===== config.mk =====
export PLATFORM = sky130hd
export DESIGN_NAME = div_seq_flat
export DESIGN_NICKNAME = d
export VERILOG_FILES = /design/src/rtl/div_seq_pkg.sv /design/src/rtl/div_seq_if.sv /design/src/rtl/div_seq_step.sv /design/src/rtl/div_seq.sv /design/src/flat_wrapper.sv
export SDC_FILE = /design/constraint.sdc
export NUM_CORES = 1
export LEC_CHECK = 0
export CORE_MARGIN = 4
export CORE_UTILIZATION = 30
export CTS_CLUSTER_DIAMETER = 80
export DETAILED_ROUTE_END_ITERATION = 10
export GPL_TIMING_DRIVEN = 0
export SLEW_MARGIN = 10
export SYNTH_ARGS = -nofsm -noshare
export SYNTH_HDL_FRONTEND = slang
export SYNTH_SLANG_ARGS = --single-unit

===== constraint.sdc =====
create_clock -name clk -period 7.1 [get_ports clk]
set_clock_uncertainty 0.05 [all_clocks]
set_input_delay 1.065 -clock clk [delete_from_list [all_inputs] [get_ports clk]]
set_output_delay 1.065 -clock clk [all_outputs]
set_load 0.02 [all_outputs]

===== src/rtl/div_seq_pkg.sv =====
// Shared types, widths and helpers for the sequential integer divider.
package div_seq_pkg;

  localparam int unsigned XLEN      = 32;
  localparam int unsigned DIV_ITERS = 32;
  localparam int unsigned CNT_W     = $clog2(DIV_ITERS);
  localparam logic [XLEN-1:0] DIV_ZERO_Q = 32'hFFFF_FFFF;

  typedef enum logic [2:0] {
    DIV_ST_IDLE,
    DIV_ST_PREP,
    DIV_ST_ITER,
    DIV_ST_FIX,
    DIV_ST_DONE
  } div_state_e;

  // Two's-complement negate when en is set.
  function automatic logic [XLEN-1:0] neg_if(input logic en, input logic [XLEN-1:0] v);
    return en ? (~v + XLEN'(1)) : v;
  endfunction

endpackage


===== src/rtl/div_seq_if.sv =====
// Request/response handshake bundle between issue logic and the divider.
interface div_seq_if #(parameter int unsigned TAG_W = 6);
  logic             flush;
  logic             in_valid;
  logic             in_ready;
  logic             is_unsigned;
  logic             use_mod;
  logic [31:0]      src1;
  logic [31:0]      src2;
  logic [TAG_W-1:0] in_tag;
  logic             out_valid;
  logic             out_ready;
  logic [31:0]      result;
  logic [TAG_W-1:0] out_tag;
  logic             busy;

  modport slave (
    input  flush, in_valid, is_unsigned, use_mod, src1, src2, in_tag, out_ready,
    output in_ready, out_valid, result, out_tag, busy
  );

  modport master (
    output flush, in_valid, is_unsigned, use_mod, src1, src2, in_tag, out_ready,
    input  in_ready, out_valid, result, out_tag, busy
  );
endinterface


===== src/rtl/div_seq_step.sv =====
// One restoring-division iteration: shift in a dividend bit, trial-subtract the divisor.
module div_step
  import div_seq_pkg::*;
(
  input  logic [XLEN-1:0] i_rem,
  input  logic            i_dvd_msb,
  input  logic [XLEN-1:0] i_divisor,
  output logic [XLEN-1:0] o_rem_next_c,
  output logic            o_q_bit_c
);

  logic [XLEN:0] w_shift;
  logic [XLEN:0] w_trial;

  // Remainder stays below the divisor, so the 33-bit trial sign is exact.
  assign w_shift      = {i_rem, i_dvd_msb};
  assign w_trial      = w_shift - {1'b0, i_divisor};
  assign o_q_bit_c    = ~w_trial[XLEN];
  assign o_rem_next_c = w_trial[XLEN] ? w_shift[XLEN-1:0] : w_trial[XLEN-1:0];

endmodule


===== src/rtl/div_seq.sv =====
// Multi-cycle signed/unsigned DIV/MOD with valid/ready handshake, tag passthrough and flush.
module div_seq
  import div_seq_pkg::*;
#(
  parameter int unsigned TAG_W = 6
) (
  input  logic      clk,
  input  logic      resetn,
  div_seq_if.slave  bus
);

  div_state_e       r_state, w_next;
  logic [XLEN-1:0]  r_dvd, r_rem, r_dsr, r_result;
  logic [CNT_W-1:0] r_cnt;
  logic             r_uns, r_mod, r_sign_q, r_sign_r, r_out_valid, r_busy;
  logic [TAG_W-1:0] r_tag;
  logic             w_accept, w_take, w_zero;
  logic [XLEN-1:0]  w_rem_next;
  logic             w_q_bit;

  assign w_accept = (r_state == DIV_ST_IDLE) & bus.in_valid & ~bus.flush;
  assign w_take   = r_out_valid & bus.out_ready;
  assign w_zero   = (r_dsr == '0);

  div_step u_step (
    .i_rem        (r_rem),
    .i_dvd_msb    (r_dvd[XLEN-1]),
    .i_divisor    (r_dsr),
    .o_rem_next_c (w_rem_next),
    .o_q_bit_c    (w_q_bit)
  );

  always_ff @(posedge clk or negedge resetn) begin
    if (!resetn) r_state <= DIV_ST_IDLE;
    else         r_state <= w_next;
  end

  // Next state; flush wins over every other event.
  always_comb begin
    w_next = r_state;
    if (bus.flush) begin
      w_next = DIV_ST_IDLE;
    end else begin
      case (r_state)
        DIV_ST_IDLE: if (w_accept) w_next = DIV_ST_PREP;
        DIV_ST_PREP: w_next = w_zero ? DIV_ST_DONE : DIV_ST_ITER;
        DIV_ST_ITER: if (r_cnt == '0) w_next = DIV_ST_FIX;
        DIV_ST_FIX:  w_next = DIV_ST_DONE;
        DIV_ST_DONE: if (w_take) w_next = DIV_ST_IDLE;
        default:     w_next = DIV_ST_IDLE;
      endcase
    end
  end

  // Datapath: r_dvd holds the raw dividend, then |dividend|, then shifts into the quotient.
  always_ff @(posedge clk or negedge resetn) begin
    if (!resetn) begin
      r_dvd <= '0; r_rem <= '0; r_dsr <= '0; r_result <= '0;
      r_cnt <= '0; r_uns <= 1'b0; r_mod <= 1'b0; r_sign_q <= 1'b0; r_sign_r <= 1'b0;
      r_out_valid <= 1'b0; r_busy <= 1'b0; r_tag <= '0;
    end else begin
      r_out_valid <= (r_state == DIV_ST_DONE) && (w_next == DIV_ST_DONE);
      r_busy      <= (w_next != DIV_ST_IDLE);
      if (!bus.flush) begin
        case (r_state)
          DIV_ST_IDLE: if (w_accept) begin
            r_dvd <= bus.src1;
            r_dsr <= bus.src2;
            r_uns <= bus.is_unsigned;
            r_mod <= bus.use_mod;
            r_tag <= bus.in_tag;
          end
          DIV_ST_PREP: begin
            r_sign_q <= ~r_uns & (r_dvd[XLEN-1] ^ r_dsr[XLEN-1]);
            r_sign_r <= ~r_uns & r_dvd[XLEN-1];
            r_rem    <= '0;
            r_cnt    <= CNT_W'(DIV_ITERS - 1);
            if (w_zero) begin
              r_result <= r_mod ? r_dvd : DIV_ZERO_Q;
            end else begin
              r_dvd <= neg_if(~r_uns & r_dvd[XLEN-1], r_dvd);
              r_dsr <= neg_if(~r_uns & r_dsr[XLEN-1], r_dsr);
            end
          end
          DIV_ST_ITER: begin
            r_rem <= w_rem_next;
            r_dvd <= {r_dvd[XLEN-2:0], w_q_bit};
            r_cnt <= r_cnt - CNT_W'(1);
          end
          DIV_ST_FIX: r_result <= r_mod ? neg_if(r_sign_r, r_rem) : neg_if(r_sign_q, r_dvd);
          default: ;
        endcase
      end
    end
  end

  assign bus.in_ready  = (r_state == DIV_ST_IDLE);
  assign bus.out_valid = r_out_valid;
  assign bus.result    = r_result;
  assign bus.out_tag   = r_tag;
  assign bus.busy      = r_busy;

endmodule


===== src/flat_wrapper.sv =====
// flat-port wrapper written by rule: the top's interface ports become plain ports
module div_seq_flat import div_seq_pkg::*;
#(
  parameter int unsigned TAG_W = 6
)
  (clk, resetn, bus_flush, bus_in_valid, bus_is_unsigned, bus_use_mod, bus_src1, bus_src2, bus_in_tag, bus_out_ready, bus_in_ready, bus_out_valid, bus_result, bus_out_tag, bus_busy);
  div_seq_if #(.TAG_W(TAG_W)) bus_i ();
  input  logic clk;
  input  logic resetn;
  input wire logic [$bits(bus_i.flush)-1:0] bus_flush;
  input wire logic [$bits(bus_i.in_valid)-1:0] bus_in_valid;
  input wire logic [$bits(bus_i.is_unsigned)-1:0] bus_is_unsigned;
  input wire logic [$bits(bus_i.use_mod)-1:0] bus_use_mod;
  input wire logic [$bits(bus_i.src1)-1:0] bus_src1;
  input wire logic [$bits(bus_i.src2)-1:0] bus_src2;
  input wire logic [$bits(bus_i.in_tag)-1:0] bus_in_tag;
  input wire logic [$bits(bus_i.out_ready)-1:0] bus_out_ready;
  output wire logic [$bits(bus_i.in_ready)-1:0] bus_in_ready;
  output wire logic [$bits(bus_i.out_valid)-1:0] bus_out_valid;
  output wire logic [$bits(bus_i.result)-1:0] bus_result;
  output wire logic [$bits(bus_i.out_tag)-1:0] bus_out_tag;
  output wire logic [$bits(bus_i.busy)-1:0] bus_busy;
  assign bus_i.flush = bus_flush;
  assign bus_i.in_valid = bus_in_valid;
  assign bus_i.is_unsigned = bus_is_unsigned;
  assign bus_i.use_mod = bus_use_mod;
  assign bus_i.src1 = bus_src1;
  assign bus_i.src2 = bus_src2;
  assign bus_i.in_tag = bus_in_tag;
  assign bus_i.out_ready = bus_out_ready;
  assign bus_in_ready = bus_i.in_ready;
  assign bus_out_valid = bus_i.out_valid;
  assign bus_result = bus_i.result;
  assign bus_out_tag = bus_i.out_tag;
  assign bus_busy = bus_i.busy;
  div_seq #(.TAG_W(TAG_W)) u_core (.clk(clk), .resetn(resetn), .bus(bus_i));
endmodule

==> qor.csv <==
stage,metric,value,unit
sta,rsz0062_at_grt,no,
yosys,synthArstFlopShare,1.000,
worst_hold_path,hold_end,u_core.bus.result[16],
sta,slew_headroom,0.3417,
sta,worst_slack,2.125,ns
setup_path,end_kind,flop,
flow_run,maxCapViolCount,0,
cts,cts_resized,0,
sta,period_share,0.7007,
place,place_inst,1925,
yosys,syn_area,0.01077,mm2
cts,cts_tree,built,
setup_path,cp_num_buf_inv,2,
power,leakagePower,5.270,nW
route,wl,40530,um
place,place_worst_setup_slack,2.183,ns
yosys,synth_common_cells,"155 x nand2_1, 148 x dfrtp_1, 117 x o21ai_0, 116 x a21oi_1, 101 x nor2_1",
finish,fillCellCount,3678,
route,drc,0,
cts,clkTransAtPathRegs,0.07,ns
finish,final_area,0.01323,mm2
power,p_int,2.322,mW
sta,setup_viol,0,
power,switchingPower,1.496,mW
cts,cts-root-buf,clkbuf_16,
floorplan,die_h,197.5,um
setup_path,cp_max_fo,10,
route,wire_per_inst,20.73,um
sta,setup_tns,0,ns
finish,fin_util,0.3727,
yosys,synth_cell_type_count,66,
floorplan,start_util,0.3036,
finish,nNetsFinal,1598,
power,vdd_drop_max,0.1963,mV
floorplan,die_w,197.5,um
grt,grt_max_degree,83,
sta,hold_viol,0,
yosys,ys_seq_elements,148,
yosys,yosysSeqAreaShare,0.3438,
setup_path,crit_chain,"inv_1, ha_1, fa_1, nand2b_1, a21oi_1, o21ai_0, a31oi_1, a41oi_1, a21oi_1, xor2_1, clkbuf_1, mux2i_1, o21ai_0",
cts,cts_buffer_depth,2,
yosys,synth.area.top_cells,"dfrtp_1 34%, o21ai_0 5.4%, nand2_1 5.4%, a21oi_1 5.4%, ha_1 4.3%",
finish,syn2layout_area_growth,22.76,%
sta,worst_pin_slew,0.9874,ns
route,vias_per_cell,5.745,
setup_path,r2r_slack,2.13,ns
floorplan,fp-row-count,69,
setup_path,regToRegStartpoint,u_core.r_dvd[31],
route,ant_nets,0,
power,clkPwrFrac,0.279,
floorplan,core_area,0.03548,mm2
setup_path,r2r_end,u_core.r_rem[7],
worst_hold_path,whs_path_depth,2,
route,drt-pass1-iter-count,6,
setup_path,r2r_cells,13,
sta,fin_hold_ws,0.4279,ns
yosys,synth_edf_count,0,
sta,fmax,0.2010,GHz
cts,cts_setup_buffers,0,
setup_path,required,7.35,ns
yosys,synth_ff_type,dfrtp_1,
grt,grt_pass1_vias,10612,
yosys,ys_warn_count,0,
floorplan,die-area,0.03900,mm2
route,drtIter0Drc,1190,
power,p_comb_frac,0.396,
cts,clock_sinks,148,
place,io_buffers,116,
cts,cts_hold_buf,0,
grt,grt.total_usage,0.2030,
power,power_density,288.7,mW/mm2
sta,maxSlewViolCount,0,
worst_hold_path,min_path_type,reg2reg,
setup_path,critPathKind,reg2reg,
cts,cts_made_buffers,17,
power,pwr-share-seq,0.325,
finish,multi_input_area,0.006514,mm2
power,power,3.819,mW
finish,drive_above_1_share,0.04217,
floorplan,io_pins,118,
grt,grt_first_pass_wirelength,61850,um
worst_hold_path,min_from,u_core.bus.result[16],
outcome,status,"finished, final reports clean",
setup_path,critical_path.startpoint_type,flop,
setup_path,critPathTopFamily,compound AO/OA/AOI/OAI gates,
setup_path,critical_path_depth,13,
place,placed_area,0.01256,mm2
setup_path,crit_path_top_delay_cell,clkbuf_1,
grt,antenna_found_initial,0,
yosys,avgSynthCellArea,8.004,um2
yosys,synth_most_common_cell,nand2_1,
finish,fin_cells,1955,
power,swShare,0.3918,
place,post-dp-hpwl,30570,um
setup_path,arrival,5.23,ns
cts,clk-insertion-delay-late,0.45,ns
yosys,yosys.area.top_type,dfrtp_1,
yosys,synth_nets,1461,
grt,grt_overflow,0,
route,vias,11231,
setup_path,max_stage_delay,0.70,ns
finish,num_antenna_cells,0,
cts,htreeDepth,4,
yosys,postSynthCellCount,1346,
sta,min_period,4.975,ns
place,finalWeightedCongestion,0.9255,
yosys,synthDominantCellAreaShare,0.3438,
finish,register_area,0.003704,mm2
placed cells by master, fill, tap and decap left out, drive strengths merged, types with 10 or more instances in the layout:
master,synthesis,layout
a22oi,16,16
nand2,155,155
dfrtp,148,148
a21oi,116,116
xor2,41,41
nor3,38,38
nor2,101,101
o22ai,47,47
nand2b,16,16
nor4,15,15
inv,50,50
a21o,10,10
mux2i,21,21
a211oi,14,14
o21ai,133,133
o31ai,16,16
ha,37,37
a31oi,19,19
or3,22,22
buf,11,14
nand3,20,20
clkdlybuf4s50,0,115
nand4,12,12
a221oi,21,21
or4,13,13
xnor2,37,37
clkbuf,84,104
a32oi,29,29
sequential cells by signal, summed over array words and instances, names as in the netlist:
register / count
u_core.r_sign_q: 1
u_core.r_cnt: 5
u_core.r_dsr: 32
u_core.bus.out_tag: 6
u_core.bus.busy: 1
u_core.bus.result: 32
u_core.bus.out_valid: 1
u_core.r_sign_r: 1
u_core.r_rem: 32
u_core.r_state: 3
u_core.r_uns: 1
u_core.r_dvd: 32
u_core.r_mod: 1
layer usage:
metal,track usage,part of all wire,vias up
li1,-,-,5249
met1,0.2836,0.45,5402
met2,0.3184,0.45,512
met3,0.04059,0.082,68
met4,0.06172,0.023,0
met5,0,0,-
worst max path at each step:
stage / from / to / slack [ns]
2_1_floorplan: u_core.r_dvd[31] / u_core.r_rem[2] / 3.42
4_1_cts: u_core.r_dvd[31] / u_core.r_rem[5] / 2.15
6_report: u_core.r_dvd[31] / u_core.r_rem[7] / 2.13
5_1_grt: u_core.r_dvd[31] / u_core.r_rem[6] / 1.87
3_5_place_dp: u_core.r_dvd[31] / u_core.r_rem[5] / 2.18
3_3_place_gp: resetn / u_core.r_dsr[27] / -1.54
layout make-up:
type / count / share of cell area
clock buffers: 20 / 0.03529
multi-input cells: 1052 / 0.4925
flip-flops and latches: 148 / 0.2800
inverters: 51 / 0.01447
well taps: 461 / 0.04361
repair buffers: 118 / 0.09082
clock inverters: 10 / 0.01533
plain buffers: 95 / 0.02791
kinds of logic (layout without fill, tap and decap cells):
| family | after synthesis | after routing | share of synthesized area |
|---|---|---|---|
| adders and majority gates | 38 | 38 | 0.04483 |
| xor gates and xnor gates | 78 | 78 | 0.06341 |
| DFF | 148 | 148 | 0.3438 |
| buffers and inverters | 146 | 294 | 0.05203 |
| and+or+nand+nor | 437 | 437 | 0.1934 |
| AOI/OAI and AO/OA | 469 | 469 | 0.2736 |
| muxes | 30 | 30 | 0.02892 |
tightest hold or removal path: stages (launching register included):
cell     delay [ns]
dfrtp_1        0.34
nand2_1        0.05
o21ai_0        0.06
power by group through the flow:
stage	logic, mW	clock network (mW)	registers, mW
after floorplan	0.898	0	1.29
after global placement	1.47	0	1.24
after detailed placement	1.49	0	1.25
after CTS	1.50	1.08	1.24
after global routing	1.66	1.11	1.27
final	1.51	1.07	1.24
Power figures use the tool's default switching activity.
